## src/rtl/dbg_pkg.sv

```systemverilog
// Shared types and default sizing for the debug command engine.
// Holds the engine FSM state encoding used by dbg_cmd_engine.
package dbg_pkg;

    localparam int unsigned DBG_ADDR_WIDTH = 2;
    localparam int unsigned DBG_DATA_WIDTH = 32;
    localparam int unsigned DBG_CMD_DEPTH  = 4;
    localparam int unsigned DBG_TIMEOUT    = 255;

    typedef enum logic [2:0] {
        IDLE,
        ISSUE,
        WAIT_ACK,
        CAPTURE,
        RESPOND
    } state_t;

endpackage

```

## src/rtl/dbg_cmd_fifo.sv

```systemverilog
// Generic power-of-two FIFO with full/empty flags, head visible combinationally.
// Push is dropped when full and pop is ignored when empty; no same-cycle bypass.
module dbg_cmd_fifo #(
    parameter int unsigned WIDTH = 8,
    parameter int unsigned DEPTH = 4
) (
    input  logic             clk,
    input  logic             rst,
    input  logic             push_i,
    input  logic [WIDTH-1:0] push_dat_i,
    output logic             full_o,
    input  logic             pop_i,
    output logic [WIDTH-1:0] head_dat_o,
    output logic             empty_o
);

    localparam int unsigned PW = $clog2(DEPTH);

    logic [WIDTH-1:0] mem_q [DEPTH];
    logic [PW:0]      wr_ptr_q, wr_ptr_d;
    logic [PW:0]      rd_ptr_q, rd_ptr_d;
    logic             do_push, do_pop;

    // Extra pointer bit distinguishes full from empty when the indices match.
    assign empty_o    = (wr_ptr_q == rd_ptr_q);
    assign full_o     = (wr_ptr_q[PW] != rd_ptr_q[PW]) &&
                        (wr_ptr_q[PW-1:0] == rd_ptr_q[PW-1:0]);
    assign do_push    = push_i && !full_o;
    assign do_pop     = pop_i && !empty_o;
    assign head_dat_o = mem_q[rd_ptr_q[PW-1:0]];

    always_comb begin
        wr_ptr_d = wr_ptr_q;
        rd_ptr_d = rd_ptr_q;
        if (do_push) wr_ptr_d = wr_ptr_q + 1'b1;
        if (do_pop)  rd_ptr_d = rd_ptr_q + 1'b1;
    end

    always_ff @(posedge clk) begin
        if (rst) begin
            wr_ptr_q <= '0;
            rd_ptr_q <= '0;
        end else begin
            wr_ptr_q <= wr_ptr_d;
            rd_ptr_q <= rd_ptr_d;
        end
    end

    always_ff @(posedge clk) begin
        if (do_push) mem_q[wr_ptr_q[PW-1:0]] <= push_dat_i;
    end

endmodule

```

## src/rtl/dbg_cmd_engine.sv

```systemverilog
// Queues host debug commands and runs them one at a time on a req/ack register port.
// Response held until rsp_ready; cmd_ready drops when the command FIFO is full.
module dbg_cmd_engine
    import dbg_pkg::*;
#(
    parameter int unsigned ADDR_WIDTH = DBG_ADDR_WIDTH,
    parameter int unsigned DATA_WIDTH = DBG_DATA_WIDTH,
    parameter int unsigned CMD_DEPTH  = DBG_CMD_DEPTH,
    parameter int unsigned TIMEOUT    = DBG_TIMEOUT
) (
    input  logic                  clk,
    input  logic                  rst,
    input  logic                  cmd_valid,
    output logic                  cmd_ready,
    input  logic                  cmd_rnw,
    input  logic [ADDR_WIDTH-1:0] cmd_addr,
    input  logic [DATA_WIDTH-1:0] cmd_data,
    input  logic                  cmd_term,
    output logic                  rsp_valid,
    input  logic                  rsp_ready,
    output logic [DATA_WIDTH-1:0] rsp_data,
    output logic                  rsp_err,
    output logic                  term,
    output logic [ADDR_WIDTH-1:0] addr,
    output logic [DATA_WIDTH-1:0] write_data,
    input  logic [DATA_WIDTH-1:0] read_data,
    output logic                  wr_en,
    output logic                  req,
    input  logic                  ack
);

    typedef struct packed {
        logic                  term;
        logic                  rnw;
        logic [ADDR_WIDTH-1:0] addr;
        logic [DATA_WIDTH-1:0] data;
    } cmd_t;

    localparam int unsigned TW = $clog2(TIMEOUT + 1);

    cmd_t                  fifo_in, head_cmd;
    logic                  fifo_full, fifo_empty, pop;
    state_t                state_q;
    logic                  cur_rnw_q;
    logic [ADDR_WIDTH-1:0] cur_addr_q, addr_q;
    logic [DATA_WIDTH-1:0] cur_data_q, wdata_q, rsp_data_q;
    logic [TW-1:0]         tmo_q;
    logic                  term_q, req_q, wr_en_q, rsp_valid_q, rsp_err_q;

    assign fifo_in = '{term: cmd_term, rnw: cmd_rnw, addr: cmd_addr, data: cmd_data};

    dbg_cmd_fifo #(
        .WIDTH ($bits(cmd_t)),
        .DEPTH (CMD_DEPTH)
    ) u_cmd_fifo (
        .clk        (clk),
        .rst        (rst),
        .push_i     (cmd_valid),
        .push_dat_i (fifo_in),
        .full_o     (fifo_full),
        .pop_i      (pop),
        .head_dat_o (head_cmd),
        .empty_o    (fifo_empty)
    );

    // Holding off while term is high keeps back-to-back terms as separate pulses.
    assign pop = (state_q == IDLE) && !fifo_empty && !term_q;

    always_ff @(posedge clk) begin
        if (rst) begin
            state_q     <= IDLE;
            cur_rnw_q   <= 1'b0;
            cur_addr_q  <= '0;
            cur_data_q  <= '0;
            addr_q      <= '0;
            wdata_q     <= '0;
            wr_en_q     <= 1'b0;
            req_q       <= 1'b0;
            tmo_q       <= '0;
            term_q      <= 1'b0;
            rsp_valid_q <= 1'b0;
            rsp_data_q  <= '0;
            rsp_err_q   <= 1'b0;
        end else begin
            term_q <= 1'b0;
            case (state_q)
                IDLE: begin
                    if (pop) begin
                        if (head_cmd.term) begin
                            term_q <= 1'b1;
                        end else begin
                            cur_rnw_q  <= head_cmd.rnw;
                            cur_addr_q <= head_cmd.addr;
                            cur_data_q <= head_cmd.data;
                            state_q    <= ISSUE;
                        end
                    end
                end
                ISSUE: begin
                    // A target still holding ack would see req rise into it.
                    if (!ack) begin
                        addr_q  <= cur_addr_q;
                        wdata_q <= cur_data_q;
                        wr_en_q <= !cur_rnw_q;
                        req_q   <= 1'b1;
                        tmo_q   <= '0;
                        state_q <= WAIT_ACK;
                    end
                end
                WAIT_ACK: begin
                    if (ack) begin
                        req_q   <= 1'b0;
                        wr_en_q <= 1'b0;
                        if (cur_rnw_q) begin
                            state_q <= CAPTURE;
                        end else begin
                            rsp_valid_q <= 1'b1;
                            rsp_data_q  <= '0;
                            rsp_err_q   <= 1'b0;
                            state_q     <= RESPOND;
                        end
                    end else if (tmo_q == TW'(TIMEOUT - 1)) begin
                        req_q       <= 1'b0;
                        wr_en_q     <= 1'b0;
                        tmo_q       <= tmo_q + 1'b1;
                        rsp_valid_q <= 1'b1;
                        rsp_data_q  <= '0;
                        rsp_err_q   <= 1'b1;
                        state_q     <= RESPOND;
                    end else begin
                        tmo_q <= tmo_q + 1'b1;
                    end
                end
                CAPTURE: begin
                    rsp_valid_q <= 1'b1;
                    rsp_data_q  <= read_data;
                    rsp_err_q   <= 1'b0;
                    state_q     <= RESPOND;
                end
                RESPOND: begin
                    if (rsp_ready) begin
                        rsp_valid_q <= 1'b0;
                        state_q     <= IDLE;
                    end
                end
                default: state_q <= IDLE;
            endcase
        end
    end

    assign cmd_ready  = !fifo_full;
    assign rsp_valid  = rsp_valid_q;
    assign rsp_data   = rsp_data_q;
    assign rsp_err    = rsp_err_q;
    assign term       = term_q;
    assign addr       = addr_q;
    assign write_data = wdata_q;
    assign wr_en      = wr_en_q;
    assign req        = req_q;

endmodule

```

## config.mk

```make
export PLATFORM = sky130hd
export DESIGN_NAME = dbg_cmd_engine
export DESIGN_NICKNAME = d
export VERILOG_FILES = /design/src/rtl/dbg_pkg.sv /design/src/rtl/dbg_cmd_fifo.sv /design/src/rtl/dbg_cmd_engine.sv
export SDC_FILE = /design/constraint.sdc
export NUM_CORES = 1
export LEC_CHECK = 0
export BUFFER_PORTS_ARGS = -buffer_cell sky130_fd_sc_hd__buf_4
export CAP_MARGIN = 0
export CORE_ASPECT_RATIO = 1.2
export CORE_MARGIN = 8
export CORE_UTILIZATION = 55
export DETAILED_ROUTE_END_ITERATION = 10
export GPL_TIMING_DRIVEN = 0
export PLACE_DENSITY = 0.77
export SLEW_MARGIN = 20
export SYNTH_ARGS = -nofsm -noshare
export SYNTH_HDL_FRONTEND = slang
export SYNTH_HIERARCHICAL = 1
export SYNTH_SLANG_ARGS = --single-unit
```

## constraint.sdc

```tcl
create_clock -name clk -period 4 [get_ports clk]
set_input_delay 0.2 -clock clk [delete_from_list [all_inputs] [get_ports clk]]
set_output_delay 0.2 -clock clk [all_outputs]
set_load 0.1 [all_outputs]
```

# After elaboration in Yosys (flattened, before gate mapping)
# Memories as Yosys holds them, arrays and structs flattened. A register that Yosys moved wholly into a read port is not among the register bits.
# Cells that the tools add are included.
[word_totals]
out_inout_bits = 72
reg_bits = 123
elab_cells = 93
in_bits = 73
ramBits = 144
memories = 1
[op_classes]
n_eq_ne = 15
mux = 34
addsub = 3
bitwise_logic = 4
reduce_logical = 21
[memory_table]
columns = ["memory", "words", "word_bits", "rd", "rd_clocked_by_memory_dff", "wr", "line_no", "text"]
rows = [
  ["u_cmd_fifo.mem_q", 4, 36, 1, 1, 1, "dbg_cmd_fifo.sv:19", "logic [WIDTH-1:0] mem_q [DEPTH];"],
]
[op_table]
columns = ["op", "count"]
rows = [
  ["32-bit 2-to-1 mux", 3],
  ["32-bit one-hot mux with 2 select lines", 1],
  ["3-bit 2-to-1 mux", 7],
  ["8-bit 2-to-1 mux", 2],
  ["8-bit one-hot mux with 2 select lines", 1],
  ["3-bit one-hot mux with 5 select lines", 1],
  ["1-bit 2-to-1 mux", 13],
  ["3-bit AND reduction", 4],
  ["8-bit by 1-bit adder with 8-bit output (second input constant)", 1],
  ["8-bit == test (second input constant)", 1],
  ["2-bit != test (second input constant)", 4],
  ["3-bit by 1-bit adder with 3-bit output (second input constant)", 2],
  ["3-bit by 2-bit == test with 1-bit output (second input constant)", 2],
  ["3-bit != test (second input constant)", 2],
  ["1-bit one-hot mux with 2 select lines", 3],
  ["1-bit logical AND", 5],
  ["5-bit AND reduction", 1],
  ["1-bit logical NOT", 4],
  ["2-bit 2-to-1 mux", 2],
  ["1-bit NOT", 4],
  ["4-bit AND reduction", 1],
  ["2-bit nonzero test", 2],
  ["3-bit by 1-bit == test with 1-bit output (second input constant)", 1],
  ["3-bit == test", 1],
  ["other kinds (9)", 9],
]

# Logic depth before layout (Yosys ltp)
[logic_depth]
ltp_word = 7
depth_mapped = 10

# Cells and area by module
# The synthesis kept the hierarchy.
[by_module_without_submodules]
columns = ["module", "seq_area_each_um2", "area_per_inst_um2", "n_inst", "cells_each"]
rows = [
  ["dbg_cmd_fifo", 4484.3, 5760.5, 1, 256],
  ["dbg_cmd_engine", 2342.2, 4221.5, 1, 475],
]

# Worst setup path before layout
# Ideal clock, no wire load.
[synth_timing]
path_type = "reg-to-reg"
start = "reg u_cmd_fifo.rd_ptr_q[1]"
end = "mem u_cmd_fifo/mem_q[3][0] in the netlist's numbering (enable)"
required_ps = 3549
setup_slack_ps = 863
path_stages_with_launch = 4
period_less_slack_ps = 3137
arrival_time_ps = 2686
setup_time_ps = 451
cell_sequence = "dfxtp_1 -> clkbuf_4 -> xnor2_1 -> a31oi_1"
[synth_between]
elab_chain_len = 6
[synth_rtl]
columns = ["element", "line_no", "text"]
rows = [
  ["from (decl)", "dbg_cmd_fifo.sv:21", "logic [PW:0] rd_ptr_q, rd_ptr_d;"],
  ["from (signal assigned)", "dbg_cmd_fifo.sv:45", "rd_ptr_q <= rd_ptr_d;"],
  ["2-bit == test", "dbg_cmd_fifo.sv:27", "(wr_ptr_q[PW-1:0] == rd_ptr_q[PW-1:0]);"],
  ["1-bit logical AND", "dbg_cmd_fifo.sv:26", "assign full_o = (wr_ptr_q[PW] != rd_ptr_q[PW]) &&"],
  ["1-bit logical NOT", "dbg_cmd_fifo.sv:28", "assign do_push = push_i && !full_o;"],
  ["1-bit logical AND", "dbg_cmd_fifo.sv:28", ""],
  ["1-bit 2-to-1 mux", "dbg_cmd_fifo.sv:50", "if (do_push) mem_q[wr_ptr_q[PW-1:0]] <= push_dat_i;"],
  ["1-bit 2-to-1 mux (implied by the code)", "dbg_cmd_fifo.sv:50", ""],
  ["to (decl)", "dbg_cmd_fifo.sv:19", ""],
]
# No other way between the ends.

# Worst setup path after layout
[layout_timing]
start = "reg u_cmd_fifo.wr_ptr_q[0]"
end = "reg cur_data_q[7]"
[layout_between]
elab_chain_len = 5
[layout_rtl]
columns = ["element", "line_no", "text"]
rows = [
  ["from (decl)", "dbg_cmd_fifo.sv:20", "logic [PW:0] wr_ptr_q, wr_ptr_d;"],
  ["from (signal assigned)", "dbg_cmd_fifo.sv:44", "wr_ptr_q <= wr_ptr_d;"],
  ["3-bit == test", "dbg_cmd_fifo.sv:25", "assign empty_o = (wr_ptr_q == rd_ptr_q);"],
  ["named net fifo_empty", "dbg_cmd_engine.sv:42", "logic fifo_full, fifo_empty, pop;"],
  ["1-bit logical NOT", "dbg_cmd_engine.sv:67", "assign pop = (state_q == IDLE) && !fifo_empty && !term_q;"],
  ["1-bit logical AND (2 in series)", "dbg_cmd_engine.sv:67", ""],
  ["3-bit AND reduction (no line)", "n/a", ""],
  ["to (signal assigned)", "dbg_cmd_engine.sv:94", "cur_data_q <= head_cmd.data;"],
  ["to (decl)", "dbg_cmd_engine.sv:46", "logic [DATA_WIDTH-1:0] cur_data_q, wdata_q, rsp_data_q;"],
]
# The timed path passes the listed nets, and every way through them passes these cells.
# A chain may end at the register's enable or synchronous reset.

==> run_summary.xml <==
<?xml version="1.0" encoding="UTF-8"?>
<metrics>
  <group name="status">
    <metric name="result_of_the_run" unit="">complete, no violations</metric>
  </group>
  <group name="global_routing">
    <metric name="grt-ovfl-total" unit="">0</metric>
    <metric name="grt_start_max_net_pins" unit="">28</metric>
    <metric name="grt_pass1_wl" unit="um">38000</metric>
    <metric name="grt_util_all_layers" unit="">0.211</metric>
    <metric name="grt_antenna_before_repair" unit="">1</metric>
    <metric name="number_of_global_route_vias_before_repair" unit="">7150</metric>
  </group>
  <group name="timing">
    <metric name="max_freq" unit="GHz">0.335</metric>
    <metric name="timing_max_transition_violations_final" unit="">0</metric>
    <metric name="grt_setup_unrepaired" unit="">false</metric>
    <metric name="timing.final.crit_share" unit="">0.747</metric>
    <metric name="finalHoldViolCount" unit="">0</metric>
    <metric name="fin_worst_skew" unit="ps">7.47</metric>
    <metric name="timing.final.ws_setup" unit="ps">1010</metric>
    <metric name="finalCriticalPeriod" unit="ps">2990</metric>
    <metric name="worst_pin_slew" unit="ps">870</metric>
    <metric name="final_layout_setup_total_negative_slack" unit="ps">0</metric>
    <metric name="worst_slew_margin_rel" unit="">0.418</metric>
    <metric name="finalSetupViolCount" unit="">0</metric>
  </group>
  <group name="synthesis">
    <metric name="dominant_combinational_cell_family_by_area_after_synthesis" unit="">compound AO/OA/AOI/OAI gates</metric>
    <metric name="post_synth_inst_count" unit="">731</metric>
    <metric name="synth_cell_type_count" unit="">54</metric>
    <metric name="async_flop_share" unit="">0</metric>
    <metric name="avgSynthCellArea" unit="um2">13.7</metric>
    <metric name="register_bit_count_reported_by_yosys" unit="">269</metric>
    <metric name="synth_simple_gate_area_share" unit="">0.0906</metric>
    <metric name="adder_cell_area_share_of_the_yosys_netlist" unit="">0.00877</metric>
    <metric name="synth_xor_xnor_area_share" unit="">0.0105</metric>
    <metric name="synth_ff_type" unit="">sky130_fd_sc_hd__edfxtp_1</metric>
    <metric name="synth_compound_area_frac" unit="">0.0985</metric>
    <metric name="ys_warn_count" unit="">6</metric>
    <metric name="yosys-mux-area-fraction" unit="">0.0812</metric>
    <metric name="post_syn_area" unit="um2">9980</metric>
    <metric name="count_of_flip_flops_with_a_built_in_enable_after_synthesis" unit="">144</metric>
    <metric name="synth-seq-area-share" unit="">0.684</metric>
    <metric name="post_synthesis_net_count" unit="">811</metric>
  </group>
  <group name="clock_network">
    <metric name="cts-htree-levels" unit="">1</metric>
    <metric name="post-cts-setup-buffers" unit="">0</metric>
    <metric name="tritoncts_clock_tree" unit="">yes</metric>
    <metric name="ctsRootBufferMaster" unit="">sky130_fd_sc_hd__clkbuf_16</metric>
    <metric name="insertion_delay" unit="ps">530</metric>
    <metric name="cts.sink_count" unit="">269</metric>
    <metric name="cts_inserted_buffers" unit="">26</metric>
    <metric name="path_clk_slew" unit="ps">60</metric>
    <metric name="ctsLongestPathBuffers" unit="">3</metric>
  </group>
  <group name="drt">
    <metric name="drt.antenna.violating_nets" unit="">0</metric>
    <metric name="dr.pass1.iters" unit="">4</metric>
    <metric name="drt-total-wl" unit="um">24100</metric>
    <metric name="via_count" unit="">6822</metric>
    <metric name="detail_route.drc_violations" unit="">0</metric>
    <metric name="initialDrtViolationCount" unit="">513</metric>
    <metric name="wl_per_cell" unit="um">19.8</metric>
    <metric name="viasPerCell" unit="">5.58</metric>
  </group>
  <group name="worst_hold_path">
    <metric name="worst_hold_path_type" unit="">in2reg</metric>
    <metric name="timing.hold.worst.start" unit="">cmd_valid</metric>
    <metric name="worst_hold_path.endpoint" unit="">u_cmd_fifo/wr_ptr_q[1]</metric>
    <metric name="hold_path_depth" unit="">3</metric>
  </group>
  <group name="placement">
    <metric name="finalWeightedCongestion" unit="">0.826</metric>
    <metric name="place_hpwl" unit="um">15200</metric>
    <metric name="dpl.cell_count" unit="">1103</metric>
    <metric name="port_buffers" unit="">143</metric>
    <metric name="detailedPlace.worstSlack" unit="ps">1020</metric>
  </group>
  <group name="power">
    <metric name="share_seq_of_total_power" unit="">0.431</metric>
    <metric name="combPwrFrac" unit="">0.234</metric>
    <metric name="power.share.clock" unit="">0.335</metric>
    <metric name="power.ir.vdd_worst" unit="V">0.000432</metric>
    <metric name="switching_power" unit="mW">2.39</metric>
    <metric name="swShare" unit="">0.297</metric>
    <metric name="post-layout-total-power" unit="mW">8.05</metric>
    <metric name="internal_power_of_the_cells" unit="mW">5.66</metric>
    <metric name="leakagePower" unit="nW">4.73</metric>
    <metric name="pwr_density_cell" unit="nW/um2">613</metric>
  </group>
  <group name="die">
    <metric name="die_wd" unit="um">139</metric>
    <metric name="die_area" unit="um2">22700</metric>
    <metric name="floorplan.core_area" unit="um2">18000</metric>
    <metric name="initial_utilization" unit="">0.555</metric>
    <metric name="boundaryPins" unit="">145</metric>
    <metric name="rows" unit="">54</metric>
    <metric name="overall_die_height" unit="um">164</metric>
  </group>
  <group name="finish">
    <metric name="area_growth_from_synthesis_to_layout" unit="%">31.6</metric>
    <metric name="nNetsFinal" unit="">1057</metric>
    <metric name="layout.cells.non_filler" unit="">1222</metric>
    <metric name="final_cell_mix" unit="">sky130_fd_sc_hd__nand2_1, sky130_fd_sc_hd__buf_4, sky130_fd_sc_hd__edfxtp_1</metric>
    <metric name="layout.cells.most_common" unit="">sky130_fd_sc_hd__nand2_1</metric>
    <metric name="drive_gt1_frac" unit="">0.251</metric>
  </group>
  <group name="worst_setup_path">
    <metric name="start_kind" unit="">register</metric>
    <metric name="end_kind" unit="">register</metric>
    <metric name="setup_cp_type" unit="">reg2reg</metric>
    <metric name="critical_path_arrival" unit="ps">3440</metric>
    <metric name="setup.reg_to_reg.worst_slack" unit="ps">1010</metric>
    <metric name="timing.rr.start" unit="">u_cmd_fifo/wr_ptr_q[0]</metric>
    <metric name="r2r.worst_path.cells" unit="">8</metric>
    <metric name="critical_path.max_fanout" unit="">10</metric>
    <metric name="cp_data_required_time" unit="ps">4450</metric>
    <metric name="endpoint_of_the_most_critical_register_to_register_path" unit="">cur_data_q[7]</metric>
  </group>
  <group name="job">
    <metric name="max_cap_viol_count" unit="">0</metric>
  </group>
</metrics>
==> routing by layer <==
metal | routed length (um) | vias to the layer above | GRT usage
met4 | 538 | 0 | 0.0665
met2 | 12600 | 234 | 0.390
met5 | 0 | - | 0
met1 | 9420 | 3343 | 0.240
met3 | 1590 | 35 | 0.0439
li1 | - | 3210 | -
==> registers in the layout, indices dropped and copies added, names as in the netlist, 3 cells and up, named ones only <==
| name | flops |
|---|---|
| u_cmd_fifo/mem_q | 144 |
| cur_data_q | 32 |
| rsp_data | 32 |
| write_data | 32 |
| tmo_q | 8 |
| state_q | 3 |
| u_cmd_fifo/rd_ptr_q | 3 |
| u_cmd_fifo/wr_ptr_q | 3 |
==> area by class of cell <==
| class | count | area [um2] |
|---|---|---|
| inverter | 8 | 30.0 |
| antenna | 1 | 2.50 |
| sequential | 269 | 6830 |
| multi-input combinational | 408 | 2920 |
| clock inverter | 18 | 278 |
| buffer | 46 | 234 |
| timing repair buffer | 218 | 1890 |
| clock buffer | 30 | 676 |
| tap | 224 | 280 |
| fill | 1110 | 4840 |
==> kinds of logic (layout without fill, tap and decap cells) <==
kind of cell	count (synthesis)	count (layout)
AOI/OAI and AO/OA	150	150
adders and majority gates	7	7
and+or+nand+nor	203	203
muxes	36	36
buffers and inverters	54	320
DFF	269	269
xor gates and xnor gates	12	12
other	0	1
==> repair_timing <==
| item | CTS | global route |
|---|---|---|
| hold buffers | 70 | 0 |
| gates resized for setup | 0 | 0 |
| hold endpoints to repair | 183 | 0 |
| endpoints found under the setup margin | 0 | 0 |
==> worst max-delay path by stage <==
| stage | endpoint | from | depth (start not counted) |
|---|---|---|---|
| floorplan | u_cmd_fifo/mem_q[3][0] | u_cmd_fifo/rd_ptr_q[1] | 3 |
| finish | cur_data_q[7] | u_cmd_fifo/wr_ptr_q[0] | 8 |
| detailed placement | cur_data_q[7] | u_cmd_fifo/wr_ptr_q[0] | 8 |
| CTS | cur_data_q[21] | u_cmd_fifo/wr_ptr_q[0] | 8 |
| global placement | u_cmd_fifo/mem_q[3][14] | u_cmd_fifo/rd_ptr_q[1] | 3 |
| global route | cur_data_q[16] | u_cmd_fifo/rd_ptr_q[0] | 9 |
==> cells in the mapped netlist (3+ instances only) <==
cell type	n	area [um2]
sky130_fd_sc_hd__a21oi_1	77	385
sky130_fd_sc_hd__a22o_1	32	280
sky130_fd_sc_hd__a31oi_1	6	37.5
sky130_fd_sc_hd__a41oi_1	3	26.3
sky130_fd_sc_hd__and2_1	3	18.8
sky130_fd_sc_hd__buf_1	6	22.5
sky130_fd_sc_hd__buf_2	4	20.0
sky130_fd_sc_hd__buf_4	3	22.5
sky130_fd_sc_hd__buf_6	4	45.0
sky130_fd_sc_hd__clkbuf_1	26	97.6
sky130_fd_sc_hd__dfxtp_1	125	2500
sky130_fd_sc_hd__edfxtp_1	144	4320
sky130_fd_sc_hd__ha_1	7	87.6
sky130_fd_sc_hd__inv_1	8	30.0
sky130_fd_sc_hd__mux4_2	36	811
sky130_fd_sc_hd__nand2_1	149	559
sky130_fd_sc_hd__nand3_1	4	20.0
sky130_fd_sc_hd__nor2_1	17	63.8
sky130_fd_sc_hd__nor3b_1	4	30.0
sky130_fd_sc_hd__o211ai_1	7	52.6
sky130_fd_sc_hd__o21ai_0	10	50.1
sky130_fd_sc_hd__or4b_1	3	30.0
sky130_fd_sc_hd__xnor2_1	5	43.8
sky130_fd_sc_hd__xor2_1	7	61.3
==> worst max-delay path: stages, from the launching register on <==
cell and delay (ps):
sky130_fd_sc_hd__dfxtp_1 480, sky130_fd_sc_hd__xnor2_1 270, sky130_fd_sc_hd__nand2_1 230, sky130_fd_sc_hd__nor2_1 80, sky130_fd_sc_hd__or2_1 300, sky130_fd_sc_hd__nor4b_2 780, sky130_fd_sc_hd__clkbuf_1 490, sky130_fd_sc_hd__nand2_1 100
sky130_fd_sc_hd__a21oi_1 160
==> per-stage QoR <==
step / utilization / hold slack [ps] / area (um2)
global placement: 0.631 / 401 / 11300
CTS: 0.730 / 24.6 / 13100
finish: 0.731 / 36.0 / 13100
floorplan: - / 299 / 9980
global route: 0.731 / 61.3 / 13100
detailed placement: 0.638 / 404 / 11500
==> power groups by stage <==
stage	clock network (mW)	logic [mW]	registers (mW)
2_1_floorplan	0	1.05	3.73
3_3_place_gp	0	1.73	3.52
3_5_place_dp	0	1.82	3.52
4_1_cts	2.73	1.89	3.47
5_1_grt	2.84	2.05	3.50
6_report	2.69	1.88	3.47
Power figures use the tool's default switching activity.
